===== config.mk =====
export PLATFORM = sky130hd
export DESIGN_NAME = calc_op_sequencer
export DESIGN_NICKNAME = d
export VERILOG_FILES = /design/src/rtl/calc_pkg.sv /design/src/rtl/calc_digit_accum.sv /design/src/rtl/calc_op_sequencer.sv
export SDC_FILE = /design/constraint.sdc
export NUM_CORES = 1
export LEC_CHECK = 0
export ABC_AREA = 1
export CAP_MARGIN = 20
export CORE_ASPECT_RATIO = 0.6
export CORE_UTILIZATION = 51
export CTS_CLUSTER_DIAMETER = 200
export DETAILED_ROUTE_END_ITERATION = 12
export HOLD_SLACK_MARGIN = 0.12
export PLACE_DENSITY = 0.76
export SYNTH_ARGS = -nofsm -noshare
export SYNTH_HDL_FRONTEND = slang
export SYNTH_SLANG_ARGS = --single-unit

===== constraint.sdc =====
create_clock -name clk -period 7.9 [get_ports clk]
set_clock_uncertainty 0.2 [all_clocks]
set_input_delay 2.37 -clock clk [delete_from_list [all_inputs] [get_ports clk]]
set_output_delay 2.37 -clock clk [all_outputs]
set_load 0.03 [all_outputs]

===== src/rtl/calc_pkg.sv =====
// ============================================================================
// calc_pkg : shared key codes, ALU op encodings and sequencer state encoding
// Revision : 1.0
// ============================================================================
`default_nettype none

package calc_pkg;

  localparam logic [3:0] KEY_ADD = 4'hA;
  localparam logic [3:0] KEY_SUB = 4'hB;
  localparam logic [3:0] KEY_DIV = 4'hC;
  localparam logic [3:0] KEY_MUL = 4'hD;
  localparam logic [3:0] KEY_CLR = 4'hE;
  localparam logic [3:0] KEY_EQ  = 4'hF;

  localparam logic [1:0] OP_ADD = 2'b00;
  localparam logic [1:0] OP_SUB = 2'b01;
  localparam logic [1:0] OP_DIV = 2'b10;
  localparam logic [1:0] OP_MUL = 2'b11;

  localparam logic [63:0] ALL_ONES = '1;

  typedef enum logic [2:0] {
    ST_ENTER_A = 3'd0,
    ST_ENTER_B = 3'd1,
    ST_ISSUE   = 3'd2,
    ST_WAIT    = 3'd3,
    ST_SHOW    = 3'd4,
    ST_ERR     = 3'd5
  } state_e;

  // Operator keys A..D map in order onto the ALU op encodings.
  function automatic logic [1:0] key_to_op(input logic [3:0] key);
    logic [3:0] offs;
    offs = key - KEY_ADD;
    return offs[1:0];
  endfunction

endpackage

`default_nettype wire


===== src/rtl/calc_digit_accum.sv =====
// ============================================================================
// calc_digit_accum : decimal operand accumulator (acc*10+d) with digit limit
// Revision : 1.0
// ============================================================================
`default_nettype none

module calc_digit_accum #(
  parameter int WIDTH      = 32,
  parameter int MAX_DIGITS = 9
) (
  input  logic             clk,
  input  logic             reset,
  input  logic             clear_i,
  input  logic             load_i,
  input  logic             push_i,
  input  logic [3:0]       digit_i,
  output logic [WIDTH-1:0] acc_o,
  output logic [WIDTH-1:0] acc_next_o,
  output logic             has_digit_o
);

  localparam int              CNT_W   = $clog2(MAX_DIGITS + 1);
  localparam logic [CNT_W-1:0] CNT_MAX = CNT_W'(MAX_DIGITS);

  logic [WIDTH-1:0] acc_q, acc_d;
  logic [CNT_W-1:0] cnt_q, cnt_d;

  always_comb begin
    acc_d = acc_q;
    cnt_d = cnt_q;
    if (clear_i) begin
      acc_d = '0;
      cnt_d = '0;
    end else if (load_i) begin
      acc_d = WIDTH'(digit_i);
      cnt_d = CNT_W'(1);
    end else if (push_i && (cnt_q < CNT_MAX)) begin
      acc_d = (acc_q * WIDTH'(10)) + WIDTH'(digit_i);
      cnt_d = cnt_q + CNT_W'(1);
    end
  end

  always_ff @(posedge clk or posedge reset) begin
    if (reset) begin
      acc_q <= '0;
      cnt_q <= '0;
    end else begin
      acc_q <= acc_d;
      cnt_q <= cnt_d;
    end
  end

  assign acc_o       = acc_q;
  assign acc_next_o  = acc_d;
  assign has_digit_o = (cnt_q != '0);

endmodule

`default_nettype wire


===== src/rtl/calc_op_sequencer.sv =====
// ============================================================================
// calc_op_sequencer : keypad-driven operand builder and ALU transaction FSM
// Revision : 1.0
// ============================================================================
`default_nettype none

module calc_op_sequencer
  import calc_pkg::*;
#(
  parameter int WIDTH       = 32,
  parameter int MAX_DIGITS  = 9,
  parameter int ALU_TIMEOUT = 64
) (
  input  logic             clk,
  input  logic             reset,
  input  logic             key_valid,
  input  logic [3:0]       key_code,
  output logic             alu_start,
  output logic [1:0]       alu_op,
  output logic [WIDTH-1:0] alu_a,
  output logic [WIDTH-1:0] alu_b,
  input  logic             alu_done,
  input  logic [WIDTH-1:0] alu_result,
  output logic [WIDTH-1:0] answer,
  output logic             error,
  output logic             busy
);

  localparam int               TW       = $clog2(ALU_TIMEOUT + 1);
  localparam logic [TW-1:0]    TMO_LAST = TW'(ALU_TIMEOUT - 1);
  localparam logic [WIDTH-1:0] ERR_CODE = ALL_ONES[WIDTH-1:0];

  state_e           state_q, state_d;
  logic [WIDTH-1:0] a_q, a_d, b_q, b_d, answer_q, answer_d;
  logic [1:0]       op_q, op_d, nop_q, nop_d;
  logic             nop_vld_q, nop_vld_d;
  logic             error_q, error_d;
  logic             start_q, start_d;
  logic [TW-1:0]    timer_q, timer_d;

  logic             acc_clear, acc_load, acc_push;
  logic [WIDTH-1:0] acc, acc_next;
  logic             has_digit;

  logic       key_clr, key_dig, key_op, key_eq;
  logic [1:0] key_op_enc;

  assign key_clr    = key_valid && (key_code == KEY_CLR);
  assign key_eq     = key_valid && (key_code == KEY_EQ);
  assign key_dig    = key_valid && (key_code <= 4'd9);
  assign key_op     = key_valid && (key_code >= KEY_ADD) && (key_code <= KEY_MUL);
  assign key_op_enc = key_to_op(key_code);

  calc_digit_accum #(
    .WIDTH      (WIDTH),
    .MAX_DIGITS (MAX_DIGITS)
  ) u_accum (
    .clk         (clk),
    .reset       (reset),
    .clear_i     (acc_clear),
    .load_i      (acc_load),
    .push_i      (acc_push),
    .digit_i     (key_code),
    .acc_o       (acc),
    .acc_next_o  (acc_next),
    .has_digit_o (has_digit)
  );

  always_comb begin
    state_d   = state_q;
    a_d       = a_q;
    b_d       = b_q;
    op_d      = op_q;
    nop_d     = nop_q;
    nop_vld_d = nop_vld_q;
    answer_d  = answer_q;
    error_d   = error_q;
    timer_d   = timer_q;
    start_d   = 1'b0;
    acc_clear = 1'b0;
    acc_load  = 1'b0;
    acc_push  = 1'b0;

    // Clear beats everything, including a coincident alu_done.
    if (key_clr) begin
      state_d   = ST_ENTER_A;
      acc_clear = 1'b1;
      a_d       = '0;
      b_d       = '0;
      answer_d  = '0;
      error_d   = 1'b0;
      nop_vld_d = 1'b0;
      timer_d   = '0;
    end else begin
      case (state_q)
        ST_ENTER_A, ST_ENTER_B: begin
          if (key_dig) begin
            acc_push = 1'b1;
            answer_d = acc_next;
            error_d  = 1'b0;
          end else if (key_op && (state_q == ST_ENTER_A)) begin
            a_d       = acc;
            op_d      = key_op_enc;
            acc_clear = 1'b1;
            state_d   = ST_ENTER_B;
          end else if (key_op && !has_digit) begin
            op_d = key_op_enc;
          end else if (key_op) begin
            b_d       = acc;
            nop_d     = key_op_enc;
            nop_vld_d = 1'b1;
            acc_clear = 1'b1;
            state_d   = ST_ISSUE;
          end else if (key_eq && (state_q == ST_ENTER_B)) begin
            b_d       = has_digit ? acc : a_q;
            nop_vld_d = 1'b0;
            acc_clear = 1'b1;
            state_d   = ST_ISSUE;
          end
        end
        ST_ISSUE: begin
          if ((op_q == OP_DIV) && (b_q == '0)) begin
            answer_d  = ERR_CODE;
            error_d   = 1'b1;
            nop_vld_d = 1'b0;
            state_d   = ST_ERR;
          end else begin
            start_d = 1'b1;
            timer_d = '0;
            state_d = ST_WAIT;
          end
        end
        ST_WAIT: begin
          if (alu_done) begin
            answer_d = alu_result;
            a_d      = alu_result;
            if (nop_vld_q) begin
              op_d      = nop_q;
              nop_vld_d = 1'b0;
              state_d   = ST_ENTER_B;
            end else begin
              state_d = ST_SHOW;
            end
          end else if (timer_q == TMO_LAST) begin
            answer_d  = ERR_CODE;
            error_d   = 1'b1;
            nop_vld_d = 1'b0;
            state_d   = ST_ERR;
          end else begin
            timer_d = timer_q + TW'(1);
          end
        end
        ST_SHOW, ST_ERR: begin
          if (key_dig) begin
            acc_load = 1'b1;
            answer_d = acc_next;
            error_d  = 1'b0;
            state_d  = ST_ENTER_A;
          end else if (key_op && (state_q == ST_SHOW)) begin
            op_d      = key_op_enc;
            acc_clear = 1'b1;
            state_d   = ST_ENTER_B;
          end else if (key_eq && (state_q == ST_SHOW)) begin
            state_d = ST_ISSUE;
          end
        end
        default: state_d = ST_ENTER_A;
      endcase
    end
  end

  always_ff @(posedge clk or posedge reset) begin
    if (reset) begin
      state_q   <= ST_ENTER_A;
      a_q       <= '0;
      b_q       <= '0;
      op_q      <= OP_ADD;
      nop_q     <= OP_ADD;
      nop_vld_q <= 1'b0;
      answer_q  <= '0;
      error_q   <= 1'b0;
      start_q   <= 1'b0;
      timer_q   <= '0;
    end else begin
      state_q   <= state_d;
      a_q       <= a_d;
      b_q       <= b_d;
      op_q      <= op_d;
      nop_q     <= nop_d;
      nop_vld_q <= nop_vld_d;
      answer_q  <= answer_d;
      error_q   <= error_d;
      start_q   <= start_d;
      timer_q   <= timer_d;
    end
  end

  assign alu_start = start_q && !key_clr;
  assign alu_op    = op_q;
  assign alu_a     = a_q;
  assign alu_b     = b_q;
  assign answer    = answer_q;
  assign error     = error_q;
  assign busy      = (state_q == ST_ISSUE) || (state_q == ST_WAIT);

endmodule

`default_nettype wire

==> flow_metrics.env <==
export IMPL_rsz0062_at_grt="false"
export IMPL_diodes=0
export IMPL_synthCells=1592
export IMPL_path_cells="clkdlybuf4s50_1 > nand3_1 > nor2_1 > nand2_2 > inv_1 > nor2_1 > clkdlybuf4s50_1"
export IMPL_yosys_area_top_type_share_pct=34.59
export IMPL_ant_nets=0
export IMPL_p_leak_nw=6.732
export IMPL_cpMaxStageDelayCell="clkdlybuf4s50_1"
export IMPL_drv_cap=0
export IMPL_via_per_inst=5.737
export IMPL_tightest_slew_ps=1017
export IMPL_cp_data_arrival_time_ps=4450
export IMPL_setup_viol=0
export IMPL_cts_tree="done"
export IMPL_fin_util_pct=63.92
export IMPL_slew_viol_final=0
export IMPL_post_cts_resized=0
export IMPL_clk_latency_ps=430
export IMPL_drive_gt1_share_pct=6.013
export IMPL_ioPinCount=141
export IMPL_start_util_pct=52.92
export IMPL_portBuffers=140
export IMPL_grt_pass1_vias=10230
export IMPL_totalWireLength_um=35460
export IMPL_placed_area_um2=12360
export IMPL_yosys_area_top_type="dfrtp_1"
export IMPL_endpoint_kind="output pin"
export IMPL_worstHoldPathType="reg2reg"
export IMPL_fin_crit_sh_pct=88.92
export IMPL_synth_edff_count=0
export IMPL_stdcell_area_um2=13020
export IMPL_synth_area_leaders="dfrtp_1 (35%), nand2_1 (17%), nand3_1 (8.3%), ha_1 (7.1%), inv_1 (6.7%)"
export IMPL_power_w=0.006369
export IMPL_row_count=40
export IMPL_global_route_overflow_total=0
export IMPL_max_clock_path_buffers=2
export IMPL_fillers=1854
export IMPL_drc_errors=2
export IMPL_die_area_um2=21740
export IMPL_hold_viol=0
export IMPL_slowest_delay_ps=620
export IMPL_yosysWarningCount=0
export IMPL_ys_seq_area_share_pct=34.59
export IMPL_htreeDepth=4
export IMPL_drtPass1Iterations=10
export IMPL_max_freq_mhz=142.4
export IMPL_relSlewSlack_pct=32.17
export IMPL_root_buffer="clkbuf_16"
export IMPL_cts_clk_slew_worst_paths_ps=60
export IMPL_setup_tns_ps=0
export IMPL_violations="design-rule violations"
export IMPL_ys_types=43
export IMPL_die_width_um=189.7
export IMPL_dp_hpwl_um=26800
export IMPL_grt_pass1_wl_um=55880
export IMPL_die_h_um=114.6
export IMPL_cp_required_ps=5330
export IMPL_p_per_area_nw_per_um2=489.2
export IMPL_cts_setup_buffers=0
export IMPL_synth_area_um2=10780
export IMPL_area_growth_pct=20.78
export IMPL_wl_per_cell_um=17.86
export IMPL_ir_worst_vdd_mv=0.2472
export IMPL_status="finished with violations"
export IMPL_hold_buffers=0
export IMPL_synthFlopType="dfrtp_1"
export IMPL_grt_max_degree=96
export IMPL_clock_sinks=149
export IMPL_synth_async_reset_ratio_pct=100.0
export IMPL_cts_made_buffers=17
export IMPL_syn_num_nets=1695
export IMPL_core_area_um2=20370
export IMPL_gp_congestion=0.9566
export IMPL_grt_total_usage_pct=33.35
export IMPL_syn_avg_cell_area_um2=6.772
export IMPL_period_minus_slack_ps=7024
export IMPL_antenna_found_initial=0
export IMPL_yosys_register_bits=149
export IMPL_drt_iter0_drc=1333
export IMPL_startpoint_type="input pin"
export IMPL_vias=11390
export IMPL_worst_path_max_fanout=10
export IMPL_layout_nets=1806
export IMPL_crit_type="in2out"
[cell usage after synthesis (20+ instances only)]
master    count
a21oi_1      48
o22ai_1      26
inv_2        25
o21ai_0     107
nand2_1     501
dfrtp_1     149
nor2_1       87
ha_1         61
clkbuf_1     37
o21ai_1      20
nand3_1     179
nand4_1      24
inv_1       193
[registers in the layout (all words and copies together), names as in the netlist]
register and count:
start_q 1, state_q 3, alu_b 32, timer_q 7, nop_vld_q 1, u_accum.acc_o 32
nop_q 2, u_accum.cnt_q 4, alu_op 2, error 1, answer 32, alu_a 32
[logic make-up (layout without fill, tap and decap cells)]
| kind of cell | count (synthesis) | count (layout) | synth area share [%] |
|---|---|---|---|
| AOI/OAI and AO/OA | 237 | 237 | 12.37 |
| xor gates and xnor gates | 20 | 20 | 1.625 |
| adders and majority gates | 63 | 63 | 7.451 |
| buffers and inverters | 277 | 398 | 9.947 |
| DFF | 149 | 149 | 34.59 |
| muxes | 2 | 2 | 0.2089 |
| and+or+nand+nor | 844 | 844 | 33.81 |
[critical path: cells and delay by family]
family        cells  cell delay (ps)
simple gates      4              630
buf+inv           3             1440
[area by class of cell]
| class | instances | area, um^2 | share of cell area (%) |
|---|---|---|---|
| multi-input combinational | 1166 | 5988 | 45.99 |
| inverter | 221 | 834.6 | 6.410 |
| tap | 273 | 341.6 | 2.623 |
| clock buffer | 20 | 456.7 | 3.508 |
| timing repair buffer | 148 | 1469 | 11.28 |
| clock inverter | 9 | 201.4 | 1.547 |
| sequential | 149 | 3729 | 28.64 |
[where the power goes]
group	internal [W]	switching (W)	total (W)
combinational	0.00138	0.00266	0.00405
clock	0.000604	0.000327	0.000931
sequential	0.00109	0.000307	0.00139
total	0.00307	0.00330	0.00637
[cells in the final DEF, fill, tap and decap left out, types with 13 or more instances in the layout]
cell type / instances
nand2_1: 499
o21ai_0: 107
inv_2: 25
clkbuf_16: 17
ha_1: 61
clkdlybuf4s50_1: 140
o22ai_1: 26
dfrtp_1: 149
nor2_1: 87
a21oi_1: 48
a22o_1: 13
o21ai_1: 20
xor2_1: 13
nand3_1: 179
nand4_1: 24
inv_1: 192
[per-stage QoR]
step	setup slack, ps	hold slack [ps]	instances
2_1_floorplan	1322	285.0	1592
3_3_place_gp	927.6	275.1	1956
3_5_place_dp	904.8	264.4	1957
4_1_cts	896.8	291.1	1986
5_1_grt	774.3	318.6	1986
6_report	875.7	293.8	1986
[final timing paths]
path	start	end	slack, ps	depth (start not counted)
max	key_code[2]	alu_start	880	7
min	answer[24]$_DFFE_PP0P_	answer[24]$_DFFE_PP0P_	290	2
max reg2reg	state_q[1]$_DFFE_PP0P_	answer[5]$_DFFE_PP0P_	3620	16
min reg2reg	answer[24]$_DFFE_PP0P_	answer[24]$_DFFE_PP0P_	290	2
max in group asynchronous	reset	u_accum.cnt_q[0]$_DFFE_PP0P_	4010	3
min in group asynchronous	reset	alu_b[0]$_DFFE_PP0P_	2270	2
[per-layer routing]
layer | global-route usage (%) | up-vias | wire [um]
met5 | 0 | - | 0
met4 | 5.753 | 0 | 439
met3 | 6.405 | 41 | 3876
met2 | 48.47 | 648 | 14550
met1 | 51.39 | 5315 | 16600
li1 | - | 5390 | -
No activity file was read; power rests on OpenSTA's default activity.
